[config.mk]
export PLATFORM = sky130hd
export DESIGN_NAME = stopwatch_counter
export DESIGN_NICKNAME = d
export VERILOG_FILES = /design/src/rtl/stopwatch_counter.sv
export SDC_FILE = /design/constraint.sdc
export NUM_CORES = 1
export LEC_CHECK = 0
export ABC_CLOCK_PERIOD_IN_PS = 2400
export CELL_PAD_IN_SITES_DETAIL_PLACEMENT = 0
export CELL_PAD_IN_SITES_GLOBAL_PLACEMENT = 1
export CORE_ASPECT_RATIO = 1.1
export CORE_UTILIZATION = 30
export DETAILED_ROUTE_END_ITERATION = 8
export PLACE_DENSITY = 0.74
export SLEW_MARGIN = 5
export SYNTH_ARGS = -nofsm -noshare
export SYNTH_HDL_FRONTEND = slang
export SYNTH_SLANG_ARGS = --single-unit
[constraint.sdc]
create_clock -name clk -period 2.4 [get_ports clk]
set_clock_uncertainty 0.2 [all_clocks]
set_input_delay 0.36 -clock clk [delete_from_list [all_inputs] [get_ports clk]]
set_output_delay 0.36 -clock clk [all_outputs]
set_load 0.005 [all_outputs]
[src/rtl/stopwatch_counter.sv]
`default_nettype none
// ============================================================================
// Module   : stopwatch_counter
// Purpose  : Time-keeping core of the stopwatch. Counts 10 ms ticks as BCD
//            MM:SS.CC, controlled by start/stop, clear and (optionally) lap
//            pulses. It feeds six BCD digits to the display multiplexer.
// Ports    : clk         - system clock, single domain
//            reset       - synchronous, active-high
//            tick_10ms   - one-cycle 10 ms pulse from the clock divider
//            start_stop  - one-cycle pulse, start/pause toggle
//            clear       - one-cycle pulse, zero the count (PAUSE/DONE only)
//            lap         - one-cycle pulse, freeze/unfreeze the display
//            disp_bcd    - {min_t,min_o,sec_t,sec_o,cs_t,cs_o}, BCD digits
//            running     - high while in RUN
//            lap_active  - high while the display is frozen
//            overflow    - SATURATE=1: level in DONE; SATURATE=0: wrap pulse
// Params   : MAX_MIN  (1..99) highest minute; the limit is MAX_MIN:59.99
//            SATURATE 1: hold at the limit and enter DONE; 0: wrap to zero
// Options  : STOPWATCH_LAP_EN - builds the lap snapshot register and logic.
//            When undefined, lap is ignored and lap_active is tied low.
// Revision : 1.0 - initial release
// ============================================================================
module stopwatch_counter #(
  parameter int unsigned MAX_MIN  = 99,
  parameter bit          SATURATE = 1'b1
) (
  input  logic        clk,
  input  logic        reset,
  input  logic        tick_10ms,
  input  logic        start_stop,
  input  logic        clear,
  input  logic        lap,
  output logic [23:0] disp_bcd,
  output logic        running,
  output logic        lap_active,
  output logic        overflow
);

  // Minute limit split into BCD digits at elaboration time; the running
  // count itself is only ever manipulated digit by digit.
  localparam logic [3:0] MAX_MIN_T = 4'(MAX_MIN / 10);
  localparam logic [3:0] MAX_MIN_O = 4'(MAX_MIN % 10);

  typedef enum logic [1:0] {
    IDLE  = 2'd0,
    RUN   = 2'd1,
    PAUSE = 2'd2,
    DONE  = 2'd3
  } state_t;

  state_t state;
  state_t state_nxt;

  // Live count digits
  logic [3:0] min_t;
  logic [3:0] min_o;
  logic [3:0] sec_t;
  logic [3:0] sec_o;
  logic [3:0] cs_t;
  logic [3:0] cs_o;

  // Next-count digits from the increment cascade
  logic [3:0] inc_min_t;
  logic [3:0] inc_min_o;
  logic [3:0] inc_sec_t;
  logic [3:0] inc_sec_o;
  logic [3:0] inc_cs_t;
  logic [3:0] inc_cs_o;

  logic [23:0] live_bcd;
  logic [23:0] nxt_bcd;

  logic count_en;
  logic at_limit;
  logic hit_limit;
  logic wrap;
  logic count_clr;
  logic lap_req;

  // Carry chain: each flag means "this digit and everything below it are at
  // their maximum", so the next digit up advances on this tick.
  logic carry_cs_t;
  logic carry_sec_o;
  logic carry_sec_t;
  logic carry_min_o;
  logic carry_min_t;

  assign live_bcd = {min_t, min_o, sec_t, sec_o, cs_t, cs_o};

  assign count_en = (state == RUN) && tick_10ms;

  assign carry_cs_t  = (cs_o == 4'd9);
  assign carry_sec_o = carry_cs_t  && (cs_t  == 4'd9);
  assign carry_sec_t = carry_sec_o && (sec_o == 4'd9);
  assign carry_min_o = carry_sec_t && (sec_t == 4'd5);
  assign carry_min_t = carry_min_o && (min_o == 4'd9);

  assign at_limit = (min_t == MAX_MIN_T) && (min_o == MAX_MIN_O) &&
                    (sec_t == 4'd5) && (sec_o == 4'd9) &&
                    (cs_t  == 4'd9) && (cs_o  == 4'd9);

  // --------------------------------------------------------------------------
  // Digit cascade and limit handling
  // --------------------------------------------------------------------------
  always_comb begin : count_next
    inc_min_t = min_t;
    inc_min_o = min_o;
    inc_sec_t = sec_t;
    inc_sec_o = sec_o;
    inc_cs_t  = cs_t;
    inc_cs_o  = cs_o;
    hit_limit = 1'b0;
    wrap      = 1'b0;

    if (count_en) begin
      if (at_limit) begin
        hit_limit = 1'b1;
        // Saturating build keeps the digits; the FSM moves to DONE.
        if (!SATURATE) begin
          inc_min_t = 4'd0;
          inc_min_o = 4'd0;
          inc_sec_t = 4'd0;
          inc_sec_o = 4'd0;
          inc_cs_t  = 4'd0;
          inc_cs_o  = 4'd0;
          wrap      = 1'b1;
        end
      end else begin
        inc_cs_o = carry_cs_t ? 4'd0 : cs_o + 4'd1;
        if (carry_cs_t) begin
          inc_cs_t = (cs_t == 4'd9) ? 4'd0 : cs_t + 4'd1;
        end
        if (carry_sec_o) begin
          inc_sec_o = (sec_o == 4'd9) ? 4'd0 : sec_o + 4'd1;
        end
        if (carry_sec_t) begin
          inc_sec_t = (sec_t == 4'd5) ? 4'd0 : sec_t + 4'd1;
        end
        // Minutes never pass MAX_MIN because the limit check above wins,
        // so the tens digit needs no upper-bound test of its own.
        if (carry_min_o) begin
          inc_min_o = (min_o == 4'd9) ? 4'd0 : min_o + 4'd1;
        end
        if (carry_min_t) begin
          inc_min_t = min_t + 4'd1;
        end
      end
    end
  end

  // --------------------------------------------------------------------------
  // State machine: next state and control strobes
  // --------------------------------------------------------------------------
  always_comb begin : fsm_next
    state_nxt = state;
    count_clr = 1'b0;

    case (state)
      IDLE: begin
        // clear outranks start_stop, and clear in IDLE is a no-op, so a
        // simultaneous clear+start_stop leaves the watch idle.
        if (!clear && start_stop) begin
          state_nxt = RUN;
        end
      end
      RUN: begin
        // clear is ignored while running. Reaching the limit wins over a
        // coincident start_stop in the saturating build.
        if (SATURATE && hit_limit) begin
          state_nxt = DONE;
        end else if (start_stop) begin
          state_nxt = PAUSE;
        end
      end
      PAUSE: begin
        if (clear) begin
          state_nxt = IDLE;
          count_clr = 1'b1;
        end else if (start_stop) begin
          state_nxt = RUN;
        end
      end
      DONE: begin
        if (clear) begin
          state_nxt = IDLE;
          count_clr = 1'b1;
        end
      end
      default: begin
        state_nxt = IDLE;
        count_clr = 1'b1;
      end
    endcase
  end

  assign nxt_bcd = count_clr ? 24'h000000
                             : {inc_min_t, inc_min_o, inc_sec_t,
                                inc_sec_o, inc_cs_t,  inc_cs_o};

  // Lap toggles only in RUN or PAUSE, and a clear accepted in PAUSE takes
  // precedence since it sends the watch back to IDLE.
  assign lap_req = lap && ((state == RUN) || ((state == PAUSE) && !clear));

  // --------------------------------------------------------------------------
  // State, count and status registers
  // --------------------------------------------------------------------------
  always_ff @(posedge clk) begin
    if (reset) begin
      state    <= IDLE;
      min_t    <= 4'd0;
      min_o    <= 4'd0;
      sec_t    <= 4'd0;
      sec_o    <= 4'd0;
      cs_t     <= 4'd0;
      cs_o     <= 4'd0;
      running  <= 1'b0;
      overflow <= 1'b0;
    end else begin
      state <= state_nxt;
      {min_t, min_o, sec_t, sec_o, cs_t, cs_o} <= nxt_bcd;
      running <= (state_nxt == RUN);
      // Level in DONE for the saturating build; single-cycle pulse on wrap
      // otherwise (DONE is unreachable when SATURATE=0).
      overflow <= SATURATE ? (state_nxt == DONE) : wrap;
    end
  end

`ifdef STOPWATCH_LAP_EN
  // --------------------------------------------------------------------------
  // Lap snapshot: freezes the display while counting continues underneath.
  // --------------------------------------------------------------------------
  logic [23:0] snapshot;
  logic        lap_on;

  always_ff @(posedge clk) begin
    if (reset) begin
      lap_on   <= 1'b0;
      snapshot <= 24'h000000;
    end else begin
      if (count_clr) begin
        lap_on <= 1'b0;
      end else if (lap_req) begin
        lap_on <= !lap_on;
        // Capture the post-tick value so a tick landing with the lap
        // press is included in the frozen reading.
        if (!lap_on) begin
          snapshot <= nxt_bcd;
        end
      end
    end
  end

  assign lap_active = lap_on;
  assign disp_bcd   = lap_on ? snapshot : live_bcd;
`else
  // Lap feature not built: the input is intentionally left unused.
  logic unused_lap;
  assign unused_lap = lap_req;
  assign lap_active = 1'b0;
  assign disp_bcd   = live_bcd;
`endif

endmodule
`default_nettype wire

# ---- After elaboration in Yosys (flattened, before gate mapping)
# Index checks and enable logic that the tools add are counted.
dict set report totals {
  inputBits 6
  out_inout_bits 27
  register_bits 28
}
dict set report classes {
  bitwise 1
  addsub 6
  mux 16
  reduce_logical 21
  n_eq_ne 11
}
# cell n
set op_table {}
lappend op_table {{$add 4x1->4 const B} 6}
lappend op_table {{$eq 4x4->1 const B} 5}
lappend op_table {{$mux 4} 5}
lappend op_table {{$reduce_and 3->1} 5}
lappend op_table {{$mux 2} 6}
lappend op_table {{$logic_and 1x1->1} 11}
lappend op_table {{$pmux 2 s4} 1}
lappend op_table {{$eq 2x2->1 const B} 3}
lappend op_table {{$eq 2x1->1 const B} 2}
lappend op_table {{$eq 4x3->1 const B} 1}
lappend op_table {{$mux 1} 4}
lappend op_table {{$reduce_or 2->1} 2}
lappend op_table {{$logic_not 2->1} 1}
lappend op_table {{$reduce_and 2->1} 1}
lappend op_table {{$logic_not 1->1} 1}
lappend op_table {{$not 1->1} 1}

# ---- Longest topological paths before layout
# Gate-level depths: netlist (run 1).
dict set report logic_depth {
  depth_word 11
  ltp_mapped 8
  depth_no_buf 7
}

# ---- Worst setup path after synthesis (run 1)
# Ideal clock, no wire load.
dict set report synth_timing {
  kind {flip-flop to flip-flop}
  from {register cs_t[2]}
  to {register cs_o[3]}
  setup_slack_ns 0.330
  arrival_ns 1.738
  path_buffers 2
  synth_period_minus_slack_ns 2.070
  stages_incl_launch_ff 8
  setup_ns 0.133
  cell_sequence {dfxtp_1 > nand4bb_4 > or3_1 > buf_6 > o311a_1 > buf_6 > mux2i_1 > a31oi_1}
}
dict set report synth_via {
  elab_chain_cells 5
}
# item line_no
set synth_lines {}
lappend synth_lines {{start, declared} 59} ;# logic [3:0] cs_t;
lappend synth_lines {{start signal, assigned} 220} ;# {min_t, min_o, sec_t, sec_o, cs_t, cs_o} <= nxt_bcd;
lappend synth_lines {{$eq 4x4->1} 100} ;# (cs_t == 4'd9) && (cs_o == 4'd9);
lappend synth_lines {{$logic_and 1x1->1} 99} ;# (sec_t == 4'd5) && (sec_o == 4'd9) &&
lappend synth_lines {{$logic_and 1x1->1} 100}
lappend synth_lines {{$not 1->1 (no source line)} n/a}
lappend synth_lines {{$reduce_and 2->1 (no source line)} n/a}
lappend synth_lines {{end signal, assigned} 220}
lappend synth_lines {{end, declared} 60} ;# logic [3:0] cs_o;
# No other way between the ends.
# A chain may end at the register's enable or synchronous reset.

# ---- Final worst setup path (run 1)
dict set report layout_timing {
  from {register cs_t[3]}
  to {register cs_o[3]}
}
# The elaborated chain is that of the path after synthesis.

==> results of run 1 <==
[cell type report]
type	instances	area, um^2
well taps	56	70.07
flip-flops and latches	28	560.5
repair buffers	50	450.4
fillers	505	2698
inverters	4	15.01
clock buffers	3	41.29
multi-input cells	125	849.6
[flip-flops by register name (all words and copies together), names as in the netlist]
signal,flops
overflow,1
cs_t,4
sec_t,4
state,2
min_o,4
running,1
cs_o,4
sec_o,4
min_t,4
[critical path: stages, from the launching register on]
cell and delay, ns:
dfxtp_1 0.44, nand4bb_4 0.13, or3_1 0.49, o311a_1 0.49
mux2i_1 0.18, a31oi_1 0.09
[stage by stage]
stage / hold slack (ns) / worst slack (ns) / utilization [%]
floorplan: 0.2291 / 0.3299 / -
global placement: 0.3004 / 0.05541 / 41.53
detailed placement: 0.3030 / 0.04677 / 41.53
CTS: 0.3218 / 0.2297 / 42.41
global route: 0.3704 / 0.1489 / 42.41
finish: 0.3235 / 0.2587 / 42.41
[layout by cell type, fill, tap and decap left out, drive strengths merged, types with 4 or more instances in the layout]
cell type / n
a21oi: 12
nor3: 5
buf: 20
o21ai: 4
clkdlybuf4s50: 30
nand2: 13
xnor2: 5
inv: 4
mux2i: 7
nor2: 19
dfxtp: 28
nand4: 5
xor2: 5
[power by group through the flow]
stage          sequential (mW)  combinational [mW]  clock [mW]
6_report                 0.475              0.0470       0.260
3_3_place_gp             0.485              0.0478           0
4_1_cts                  0.475              0.0484       0.270
3_5_place_dp             0.485              0.0482           0
5_1_grt                  0.476              0.0536       0.284
2_1_floorplan            0.485              0.0251           0
[metal layers]
metal,wire length (um),vias up
met2,1415,15
met5,0,-
met4,26,0
met3,63,2
met1,1644,612
li1,-,679
[how the worst max path moves through the flow]
stage,slack (ns),cells past startpoint,endpoint,start
floorplan,0.33,7,cs_o[3],cs_t[2]
global placement,0.06,8,sec_t[2],tick_10ms
detailed placement,0.05,8,sec_t[2],tick_10ms
CTS,0.23,5,cs_o[3],cs_t[3]
global route,0.15,5,cs_o[1],cs_t[3]
finish,0.26,5,cs_o[3],cs_t[3]
[logic make-up after synthesis]
kind of cell	synth area share (%)
and+or+nand+nor	30.61
AOI/OAI and AO/OA	14.46
DFF	38.10
buffers and inverters	4.166
xor gates and xnor gates	5.952
muxes	4.762
adders and majority gates	1.700
other	0.2549
==> impl_metrics.yaml, run 1 <==
power:
  p_comb_share_pct: 6.0
  ir_drop_uv: 147.7
  pwr-share-clk_pct: 33.3
  power_density_nw_per_um2: 393.5
  p_sw_mw: 0.1767
  p_leak_nw: 0.7238
  p_seq_share_pct: 60.7
  p_int_mw: 0.6052
  finalPower_mw: 0.7819
  switching_share_pct: 22.60
placement:
  dpl.cell_count: 263
  place_congestion: 0.7078
  dp_hpwl_um: 2309
  io_buffers: 30
  dpl-instance-area_um2: 1946
global_routing:
  met3_usage_pct: 1.796
  grt_pass1_wl_um: 5202
  grt_pass1_vias: 1129
  antenna_found_initial: 0
  grt_max_degree: 15
  grt.met2_usage_pct: 20.48
  grt_usage_pct: 13.20
  grt-busiest-layer: "met2"
  gr-usage-met1_pct: 18.34
  overflow: 0
yosys:
  synth_area_per_cell_um2: 8.972
  synth_area_leaders: "dfxtp_1 (38%), nor2_1 (4.8%), mux2i_1 (4.8%)"
  synth_area_um2: 1471
  synthDistinctLibCells: 49
  synth_top_cell_by_area: "dfxtp_1"
  synth-edff-count: 0
  syn_nets: 172
  netlist_instances: 164
  ys.flop_type: "dfxtp_1"
  async_flop_share_pct: 0
  yosysSeqAreaShare_pct: 38.10
  ys_warn_count: 0
  ys_ff_latch: 28
  yosysTopAreaCellShare_pct: 38.10
  synth_common_cells: "dfxtp_1 (28), nor2_1 (19), nand2_1 (13), a21oi_1 (12), mux2i_1 (7)"
  yosysMostFrequentCell: "dfxtp_1"
sta:
  final-hold-violation-count: 0
  period_minus_slack_ns: 2.141
  setup_viol_count_final: 0
  fmax_ghz: 0.4670
  grt_setup_unrepaired: "false"
  finalMaxSlewViolations: 0
  fin_tns_setup_ns: 0
  fin_crit_sh_pct: 89.22
worst_setup_path:
  r2r_start: "cs_t[3]"
  r2r-end: "cs_o[3]"
  ff2ff_path_depth: 5
  worstSetupPathType: "reg -> reg"
  endpoint_kind: "register"
  crit_arrival_ns: 2.09
  rrSetupSlack_ns: 0.26
  crit_required_ns: 2.35
  cp_max_fo: 7
  startpoint_type: "register"
cts:
  cts_buffer_depth: 2
  tritoncts: "done"
  clk_latency_ns: 0.27
  htreeDepth: 1
  clock-sinks: 28
  cts-root-buf: "clkbuf_8"
  cts_buffers: 3
  hold_buffers: 0
  clk_pin_slew_ns: 0.10
  cts_resized: 0
  post_cts_buffers: 0
finish:
  postLayoutCellArea_um2: 1987
  n_antenna_cell: 0
  nets: 220
  drive_above_1_share_pct: 15.71
  area_growth_pct: 35.03
  final_cells: 266
floorplan:
  coreArea_um2: 4684
  dieArea_um2: 5189
  floorplan.initialDensity_pct: 31.41
  pin_count: 33
  die_w_um: 68.78
  placementRows: 26
  die_height_um: 75.45
worst_hold_path:
  min_path_cells: 2
  hp-class: "reg -> reg"
  worstHoldEndpoint: "min_t[3]"
  hp-start: "min_t[3]"
drt:
  route.vias.total: 1308
  wl_per_cell_um: 11.84
  drt_iter0_markers: 63
  vias_per_cell: 4.917
  drc: 0
  wl_um: 3149
  dr.pass1.iters: 4
  antenna_left: 0
flow_run:
  maxCapViolations: 0
run_status:
  status: "finished clean"
Note: power is estimated with default switching activity, not from simulation.
==> run 2: changes to the inputs <==
--- a/config.mk
+++ b/config.mk
@@ -5,13 +5,14 @@
 export SDC_FILE = /design/constraint.sdc
 export NUM_CORES = 1
 export LEC_CHECK = 0
-export ABC_CLOCK_PERIOD_IN_PS = 2400
+export ABC_CLOCK_PERIOD_IN_PS = 1900
 export CELL_PAD_IN_SITES_DETAIL_PLACEMENT = 0
 export CELL_PAD_IN_SITES_GLOBAL_PLACEMENT = 1
 export CORE_ASPECT_RATIO = 1.1
+export CORE_MARGIN = 8
 export CORE_UTILIZATION = 30
 export DETAILED_ROUTE_END_ITERATION = 8
-export PLACE_DENSITY = 0.74
+export PLACE_DENSITY = 0.76
 export SLEW_MARGIN = 5
 export SYNTH_ARGS = -nofsm -noshare
 export SYNTH_HDL_FRONTEND = slang
==> constraint.sdc (replaced) <==
create_clock -name clk -period 1.9 [get_ports clk]
set_clock_uncertainty 0.2 [all_clocks]
set_input_delay 0.285 -clock clk [delete_from_list [all_inputs] [get_ports clk]]
set_output_delay 0.285 -clock clk [all_outputs]
set_load 0.005 [all_outputs]
==> impl_metrics.yaml, run 2 (synthesis results as in run 1) <==
finish:
  final_common_cell: "buf_4"
  finish.utilization_pct: 50.51
  drive_above_1_share_pct: 35.44
  fillers: 451
  postLayoutCellArea_um2: 2366
  area_growth_pct: 60.80
  n_antenna_cell: 0
  nets: 246
  multiInputGateArea_um2: 994.7
  register_area_um2: 568.0
  final_cell_mix: "buf_4 (42), clkdlybuf4s50_1 (29), dfxtp_1 (22)"
floorplan:
  pin_count: 33
  floorplan.initialDensity_pct: 31.41
  die_w_um: 82.78
  die_height_um: 89.45
  coreArea_um2: 4684
  dieArea_um2: 7404
  placementRows: 26
sta:
  fin_tns_setup_ns: -0.3920
  period_minus_slack_ns: 1.972
  final-hold-violation-count: 0
  postLayoutSetupSlackWorst_ns: -0.07190
  fin_crit_sh_pct: 103.8
  fmax_ghz: 0.5071
  setup_viol_count_final: 9
  grt_setup_unrepaired: "true"
  finalMaxSlewViolations: 0
  holdWs_ns: 0.1038
drt:
  wl_per_cell_um: 13.02
  dr.pass1.iters: 4
  drc: 0
  wl_um: 3816
  route.vias.total: 1439
  antenna_left: 0
  vias_per_cell: 4.911
  drt_iter0_markers: 32
run_status:
  violations: "setup timing"
  status: "finished with violations"
power:
  pwr-share-clk_pct: 36.0
  p_int_mw: 0.8159
  power_density_nw_per_um2: 443.3
  p_comb_share_pct: 7.0
  p_sw_mw: 0.2330
  p_seq_share_pct: 57.0
  switching_share_pct: 22.21
  ir_drop_uv: 271.7
  p_leak_nw: 0.9296
worst_setup_path:
  ff2ff_path_depth: 6
  endpoint: "min_t[2]"
  cpMaxStageDelayCell: "or3_4"
  r2r_start: "cs_t[2]"
  crit_required_ns: 1.89
  endpoint_kind: "register"
  r2r-end: "min_t[2]"
  rrSetupSlack_ns: -0.07
  worstSetupPathType: "reg -> reg"
  crit_arrival_ns: 1.96
  crit_start: "cs_t[2]"
  startpoint_type: "register"
  path_cells: "nand4bb_4 -> or3_4 -> nor4_4 -> buf_6 -> a21oi_2 -> a31o_2"
  cp_max_fo: 7
  slowest_delay_ns: 0.42
worst_hold_path:
  hp-class: "in -> reg"
  min_path_cells: 3
cts:
  cts_buffers: 3
  htreeDepth: 1
  cts_buffer_depth: 2
  cts-root-buf: "clkbuf_8"
  clk_latency_ns: 0.28
  clk_pin_slew_ns: 0.10
  clock-sinks: 28
  tritoncts: "done"
placement:
  place_ws_ns: -0.3799
  io_buffers: 30
  dp_hpwl_um: 2831
  dpl-instance-area_um2: 2143
  place_congestion: 0.7727
global_routing:
  grt_pass1_wl_um: 6361
  grt_max_degree: 16
  grt_usage_pct: 10.80
  grt_pass1_vias: 1388
  antenna_found_initial: 0
  overflow: 0
flow_run:
  maxCapViolations: 0
-- run 2: power groups by stage --
stage / Clock, mW / Sequential, mW / Combinational [mW]
detailed placement: 0 / 0.611 / 0.0734
finish: 0.378 / 0.597 / 0.0739
CTS: 0.394 / 0.597 / 0.0751
global placement: 0 / 0.611 / 0.0731
global route: 0.425 / 0.599 / 0.0818
floorplan: 0 / 0.613 / 0.0326
-- run 2: worst min path at each step --
stage	to	from
detailed placement	min_t[3]	min_t[3]
finish	state[0]	tick_10ms
CTS	min_t[3]	min_t[3]
global route	state[0]	tick_10ms
global placement	min_t[3]	min_t[3]
floorplan	overflow	reset
-- run 2: final cells by class --
type,instances,share of cell area [%]
multi-input cells,125,42.04
inverters,4,0.6346
well taps,56,2.961
flip-flops and latches,28,24.01
clock buffers,4,2.327
repair buffers,76,28.03
-- run 2: what timing repair did --
item                                    CTS  global route
hold buffers                              0             0
setup buffers                             2             2
endpoints found under the setup margin   17            22
pin swaps                                12             7
gates resized for setup                  15            16
-- run 2: through the flow --
step | power [mW] | instances
floorplan | 0.6453 | 164
global placement | 0.6838 | 285
detailed placement | 0.6840 | 285
CTS | 1.067 | 291
global route | 1.105 | 293
finish | 1.049 | 293
-- run 2: layer usage --
| layer | part of all wire (%) | GRT usage, % | up-vias |
|---|---|---|---|
| met2 | 51 | 18.32 | 19 |
| met4 | 1.4 | 4.396 | 0 |
| li1 | - | - | 732 |
| met5 | 0 | 0 | - |
| met3 | 4.0 | 2.515 | 5 |
| met1 | 44 | 12.62 | 683 |
-- run 2: critical path, delay by kind of cell, from the launching register on --
kind	cells	cell delay (ns)
AND/OR/NAND/NOR	3	0.93
buffers and inverters	1	0.17
flip-flops	1	0.33
AO/OA/AOI/OAI	2	0.25
